**src/rtl/fetch_decode.sv**
```systemverilog
// rtl/fetch_decode.sv - two-byte instruction fetch/decode stage of the 8-bit accumulator CPU
// Build option FD_ILLEGAL_TRAP_EN: opcodes 4'hC-4'hF trap to HALTED with illegal raised.
module fetch_decode #(
   parameter int                ADDR_W   = 8,
   parameter int                DATA_W   = 8,
   parameter logic [ADDR_W-1:0] RESET_PC = '0
) (
   input  logic              clk,
   input  logic              reset,
   output logic              mem_req,
   output logic [ADDR_W-1:0] mem_addr,
   input  logic [DATA_W-1:0] mem_rdata,
   input  logic              mem_ack,
   output logic              op_valid,
   input  logic              op_ready,
   output logic [3:0]        opcode,
   output logic [ADDR_W-1:0] X,
   output logic [ADDR_W-1:0] pc,
   input  logic              pc_load,
   input  logic [ADDR_W-1:0] pc_load_val,
   output logic              halted,
   output logic              illegal
);

   localparam logic [3:0] OP_HALT = 4'h7;

   typedef enum logic [2:0] {
      S_IDLE,
      S_REQ_OP,
      S_REQ_X,
      S_ISSUE,
      S_HALTED
   } state_t;

   state_t            state_q, state_d;
   logic [ADDR_W-1:0] pc_q, pc_d;
   logic [3:0]        opcode_q, opcode_d;
   logic [ADDR_W-1:0] x_q, x_d;
   logic              halted_q, halted_d;
   logic              illegal_q, illegal_d;
   logic              redirect_pending_q, redirect_pending_d;
   logic [ADDR_W-1:0] redirect_target_q, redirect_target_d;

   always_comb begin
      state_d            = state_q;
      pc_d               = pc_q;
      opcode_d           = opcode_q;
      x_d                = x_q;
      halted_d           = halted_q;
      illegal_d          = illegal_q;
      redirect_pending_d = redirect_pending_q;
      redirect_target_d  = redirect_target_q;

      case (state_q)
         S_IDLE: begin
            if (pc_load) begin
               pc_d = pc_load_val;
            end
            state_d = S_REQ_OP;
         end

         S_REQ_OP, S_REQ_X: begin
            if (mem_ack) begin
               // A redirect seen during or at the end of the read discards the returned byte.
               if (pc_load || redirect_pending_q) begin
                  pc_d               = pc_load ? pc_load_val : redirect_target_q;
                  redirect_pending_d = 1'b0;
                  state_d            = S_REQ_OP;
               end else if (state_q == S_REQ_OP) begin
                  opcode_d = mem_rdata[3:0];
                  pc_d     = pc_q + ADDR_W'(1);
                  if (mem_rdata[3:0] == OP_HALT) begin
                     halted_d = 1'b1;
                     state_d  = S_HALTED;
                  end
`ifdef FD_ILLEGAL_TRAP_EN
                  else if (mem_rdata[3:0] >= 4'hC) begin
                     halted_d  = 1'b1;
                     illegal_d = 1'b1;
                     state_d   = S_HALTED;
                  end
`endif
                  else begin
                     state_d = S_REQ_X;
                  end
               end else begin
                  x_d     = ADDR_W'(mem_rdata);
                  pc_d    = pc_q + ADDR_W'(1);
                  state_d = S_ISSUE;
               end
            end else if (pc_load) begin
               // The request is never withdrawn; remember the latest target instead.
               redirect_pending_d = 1'b1;
               redirect_target_d  = pc_load_val;
            end
         end

         S_ISSUE: begin
            if (pc_load) begin
               pc_d    = pc_load_val;
               state_d = S_REQ_OP;
            end else if (op_ready) begin
               state_d = S_REQ_OP;
            end
         end

         S_HALTED: begin
            if (pc_load) begin
               pc_d      = pc_load_val;
               halted_d  = 1'b0;
               illegal_d = 1'b0;
               state_d   = S_REQ_OP;
            end
         end

         default: begin
            state_d = S_IDLE;
         end
      endcase
   end

   always_ff @(posedge clk or posedge reset) begin
      if (reset) begin
         state_q            <= S_IDLE;
         pc_q               <= RESET_PC;
         opcode_q           <= '0;
         x_q                <= '0;
         halted_q           <= 1'b0;
         illegal_q          <= 1'b0;
         redirect_pending_q <= 1'b0;
         redirect_target_q  <= '0;
      end else begin
         state_q            <= state_d;
         pc_q               <= pc_d;
         opcode_q           <= opcode_d;
         x_q                <= x_d;
         halted_q           <= halted_d;
         illegal_q          <= illegal_d;
         redirect_pending_q <= redirect_pending_d;
         redirect_target_q  <= redirect_target_d;
      end
   end

   assign mem_req  = (state_q == S_REQ_OP) || (state_q == S_REQ_X);
   assign mem_addr = pc_q;
   assign op_valid = (state_q == S_ISSUE);
   assign opcode   = opcode_q;
   assign X        = x_q;
   assign pc       = pc_q;
   assign halted   = halted_q;

`ifdef FD_ILLEGAL_TRAP_EN
   assign illegal = illegal_q;
`else
   assign illegal = 1'b0;
`endif

endmodule

```
**config.mk**
```make
export PLATFORM = sky130hd
export DESIGN_NAME = fetch_decode
export DESIGN_NICKNAME = d
export VERILOG_FILES = /design/src/rtl/fetch_decode.sv
export SDC_FILE = /design/constraint.sdc
export NUM_CORES = 1
export LEC_CHECK = 0
export CAP_MARGIN = 20
export CORE_MARGIN = 2
export CORE_UTILIZATION = 45
export CTS_CLUSTER_DIAMETER = 40
export DETAILED_ROUTE_END_ITERATION = 6
export GPL_TIMING_DRIVEN = 0
export PLACE_DENSITY_LB_ADDON = 0.2
export SYNTH_ARGS = -nofsm -noshare
export SYNTH_HDL_FRONTEND = slang
export SYNTH_SLANG_ARGS = --single-unit
```
**constraint.sdc**
```tcl
create_clock -name clk -period 4.3 [get_ports clk]
set_input_delay 0.43 -clock clk [delete_from_list [all_inputs] [get_ports clk]]
set_output_delay 0.43 -clock clk [all_outputs]
set_load 0.01 [all_outputs]
```
# == Word level (Yosys, flattened, before mapping) ==
# Index checks and enable logic that the tools add are counted.
# op_classes
n_eq_ne,13
n_mux,22
bitwise,3
add_sub_neg,1
reduce_logical,15
# ops
cell,count
2-to-1 mux 8 bit,4
2-to-1 mux 3 bit,7
one-hot mux 8 bit (2 select lines),1
one-hot mux 3 bit (4 select lines),1
"!= test 2 bit, second input constant",5
AND reduction 3 bit,3
"adder 8 x 1 -> 8 bit, second input constant",1
2-to-1 mux 1 bit,8
AND reduction 4 bit,2
"equality test 3 x 2 -> 1 bit, second input constant",2
AND reduction 6 bit,1
nonzero test 2 bit,3
"equality test 4 x 3 -> 1 bit, second input constant",1
"!= test 2 x 1 -> 1 bit, second input constant",2
"equality test 3 x 1 -> 1 bit, second input constant",1
"equality test 3 bit, second input constant",1
logical NOT 3 bit,1
"!= test 3 x 1 -> 1 bit, second input constant",1
NOT 1 bit,3
OR reduction 3 bit,1
logical OR 1 bit,2
one-hot mux 1 bit (2 select lines),1
AND reduction 2 bit,1
OR reduction 2 bit,1
# totals
out_inout_bits,32
register_bits,33
inputBits,21
word_cells,61

# == Logic depth before layout (Yosys ltp) ==
# Gate-level depths: netlist of run 1.
# logic_depth
ltp_word,6
ltp_mapped,6
depth_no_buf,5

# == Worst setup path after synthesis of run 1 ==
# Ideal clock, no wire load.
# synth_path
path_kind,input -> register
start,in pc_load
end,reg pc_q[7] (netlist: mem_addr[7])
arrival_ns,1.646
path_stages,5
required_ns,4.176
setup_ns,0.124
setup_slack_ns,2.531
n_path_buf,1
path_cell_list,buf_6 mux2_4 a221o_1 and3_1 a211o_1
# synth_via
elab_chain_len,4
elab_cells_between_ends,7
classes_between,1 x eq/ne; 4 x mux; 2 x reduce/logical
# synth_lines
element,line,source
start: declaration,19,"input logic pc_load,"
2-to-1 mux 8 bit or logical OR 1 bit (tied branches),-,
2-to-1 mux 8 bit,65,if (pc_load || redirect_pending_q) begin
2-to-1 mux 8 bit,63,if (mem_ack) begin
one-hot mux 8 bit (2 select lines),54,case (state_q)
end signal: assignment,134,pc_q <= pc_d;
end: declaration,36,"logic [ADDR_W-1:0] pc_q, pc_d;"
# Parallel ways exist; a longest one is shown, timed or not. The select of a mux whose other input is x is not followed.
# A chain may end at the register's enable or synchronous reset.

# == Worst setup path after layout of run 1 ==
# layout_path
start,reg state_q[0]
end,out op_valid
# layout_via
elab_chain_len,1
# layout_lines
element,line,source
start: declaration,35,"state_t state_q, state_d;"
start signal: assignment,133,state_q <= state_d;
equality test 3 x 2 -> 1 bit,146,assign op_valid = (state_q == S_ISSUE);
end: declaration,14,"output logic op_valid,"
# No other way between the ends.

==> impl_results.md, run 1 <==
- Worst-case clock skew: 0.00793 ns
- Launching point of the worst reg2reg path: state_q[1]$_DFFE_PP0P_
- CTS tree: done
- GRT Util Overall: 19.6%
- Setup-failing EPs final: 0
- Critical Path End: op_valid
- Hold Path Class: input port to async pin
- IO Pins: 53
- Tmin final: 2.33 ns
- Drt first pass iters: 4
- Setup crit end kind: output pin
- Total gr overflow: 0
- Most common cell after layout, fill and taps aside: clkdlybuf4s50_1
- Setup bufs post-CTS: 0
- Die Footprint: 0.00458 sq mm
- Final Wtd Congestion: 0.793
- Seq pwr share: 34.1%
- Final Hold Vio Count: 0
- Fmax: 428 MHz
- Clock Tree Buf Depth: 2
- Routed WL: 3.97 mm
- Die span in y: 67.7 microns
- Max incr delay on CP: 0.54 ns
- Commonest cells after routing, fill and taps aside: clkdlybuf4s50_1, dfrtp_1, mux2_2
- CTS Hold Bufs: 0
- CP Data Required Time: 3.87 ns
- Tcrit/Tclk final: 54.3%
- Clk sinks: 33
- Synth cell types: 45
- Design Power: 1630 uW
- Clock Latency Late Sink: 0.28 ns
- Initial antenna violation count: 0
- Fin nets: 253
- Leak: 0.00108 uW
- Max Slew Vio Count: 0
- Yosys top cell by area: dfrtp_1
- Synth async-reset ratio: 100%
- Pwr Density: 652 mW/mm^2
- # diodes: 0
- Syn_nets: 195
- Clock root buffer: clkbuf_8
- Min setup slack post-route: 1.97 ns
- Routed via count: 1518
- R2R Path End: mem_addr[7]$_DFFE_PP0P_
- Syn avg cell area: 10.5 sq um
- Number of synthesized register bits: 33
- R2R cell count: 5
- Initial Util: 46.2%
- Synth warnings: 0
- Top-area cell type share of the netlist area: 45.3%
- Clock power frac: 14.4%
- # port buffers: 50
- Main flop type after synthesis: dfrtp_1
- Sequential share of the synthesized area: 45.3%
- Cell Rows: 23
- Core region area: 0.00394 sq mm
- Initial DRC Count: 77
- Number of max-cap violations: 0
- Syn Std Cell Area: 0.00182 sq mm
- Dpl hpwl: 3.00 mm
- EDFF count, synth: 0
- Clk pin slew, worst setup/hold paths: 0.07 ns
- CP max FO: 10
- Worst slew pin tran: 0.551 ns
- Post-synthesis instance total: 173
- Net Switching: 574 uW
- Num CTS Buffers: 5
- Final setup TNS: 0 ns
- Wirelength per Cell: 14.1 microns
- Vias in the first global route: 1457
- Post-DRT Antenna Nets: 0
- Logic pwr share: 51.5%
- Largest net degree at the start of global routing: 24
- Critical path origin: state_q[0]$_DFFE_PP0P_
- First-pass GRT wire length: 6.67 mm
- Vias per cell: 5.40
- Net Sw Frac: 35.3%
- Int Pwr: 1050 uW
- R2R Setup Slk: 2.37 ns
- Status: finished, final reports clean
- Critical path's slowest cell: clkdlybuf4s50_1
- Share of cells above drive strength 1: 19.5%
- Worst EP arrival: 1.90 ns
- Post_cts resized: 0
- Worst setup SP type: flip-flop
- Residual DRC: 0
- RSZ-0062 raised after global routing: no
- Cells along the critical path: clkbuf_1, nand3b_1, inv_1, clkdlybuf4s50_1
- Slew headroom: 63.0%
- Area contributors post-synth: dfrtp_1, mux2_2, buf_4
- DIE WIDTH: 67.7 microns
- Pre-CTS WS: 1.89 ns
- Kind of critical path: flip-flop to output pin
- Peak supply drop: 0.000307 V
- H-Tree Depth: 2
- Syn-to-layout area delta: 37.1%
==> power groups by stage <==
| stage | Combinational (uW) | Clock (uW) | Sequential [uW] |
|---|---|---|---|
| after detailed placement | 842 | 0 | 561 |
| final | 839 | 234 | 556 |
| after global placement | 830 | 0 | 554 |
| after global routing | 917 | 254 | 576 |
| after floorplan | 447 | 0 | 579 |
| after CTS | 846 | 241 | 556 |
==> flip-flops by register name, summed over array words and instances, names as in the netlist <==
signal,flops
redirect_target_q,8
mem_addr,8
state_q,3
halted,1
redirect_pending_q,1
X,8
opcode,4
==> kinds of logic after synthesis <==
group	count (synthesis)	share of synthesized area, %
other cells	1	0.206
simple gates	53	16.6
buf+inv	21	6.86
compound gates	39	15.2
mux	21	13.2
fa+ha+maj	1	0.686
flops	33	45.3
xor+xnor	4	1.92
==> worst max-delay path: cells and delay by family, from the launching register on <==
kind	cells	cell delay (ns)
flip-flops	1	0.43
AND/OR/NAND/NOR	1	0.18
buffers and inverters	3	1.01
==> cell type report <==
cell class              instances  area (sq um)
well taps                      50          62.6
multi-input cells             119           872
clock buffers                   7          86.3
flip-flops and latches         33           826
repair buffers                 51           528
fillers                       336          1440
inverters                       6          22.5
plain buffers                  15           103
==> stage by stage <==
stage / instance area (sq um) / std cells / util, % / hold WS [ns]
floorplan: 1820 / 173 / - / 0.472
global route: 2500 / 281 / 63.4 / 0.514
CTS: 2500 / 281 / 63.4 / 0.494
global placement: 2390 / 273 / 60.5 / 0.469
finish: 2500 / 281 / 63.4 / 0.476
detailed placement: 2410 / 274 / 61.2 / 0.480
==> cell usage after synthesis (2+ instances only) <==
master,count
buf_4,10
mux2_2,20
o211ai_1,5
clkbuf_1,3
xnor2_1,4
o22ai_1,3
nor2b_1,2
a211o_1,3
a21oi_1,7
nand4_1,2
nor2_1,11
nand3_1,8
nor3_1,3
o21ai_0,9
and3_1,2
nand2_1,9
dfrtp_1,33
o21bai_1,2
o31ai_1,2
nand2b_1,5
inv_1,6
==> worst min-delay path by stage <==
stage | startpoint | to | slack (ns) | cells after the start
floorplan | redirect_target_q[3]$_DFFE_PP0P_ | redirect_target_q[3]$_DFFE_PP0P_ | 0.47 | 1
global placement | halted$_DFFE_PP0P_ | halted$_DFFE_PP0P_ | 0.47 | 2
detailed placement | halted$_DFFE_PP0P_ | halted$_DFFE_PP0P_ | 0.48 | 2
CTS | halted$_DFFE_PP0P_ | halted$_DFFE_PP0P_ | 0.49 | 2
global route | redirect_target_q[4]$_DFFE_PP0P_ | redirect_target_q[4]$_DFFE_PP0P_ | 0.51 | 1
finish | reset | redirect_target_q[2]$_DFFE_PP0P_ | 0.48 | 2
==> per-layer routing <==
layer	up-vias	GRT usage (%)	routed length [microns]
met3	4	6.17	268
li1	742	-	-
met4	0	6.89	42
met1	728	24.9	1790
met5	-	0	0
met2	44	31.1	1870
Power figures use the tool's default switching activity.
==> inputs of run 2 (changes only) <==
==> constraint.sdc (replaced) <==
create_clock -name clk -period 2.4 [get_ports clk]
set_input_delay 0.24 -clock clk [delete_from_list [all_inputs] [get_ports clk]]
set_output_delay 0.24 -clock clk [all_outputs]
set_load 0.01 [all_outputs]
==> results of run 2 <==
Same layout as run 1 (identical final DEF). Status: finished, final reports clean.
Among the figures that moved: setup slack after placement 1.89 ns -> 0.177 ns; setup slack after layout 1.97 ns -> 0.255 ns; hold slack 0.476 ns -> 0.286 ns; register-to-register setup slack 2.37 ns -> 0.47 ns; total power 1630 uW -> 2920 uW; worst IR drop on VDD 0.000307 V -> 0.000549 V
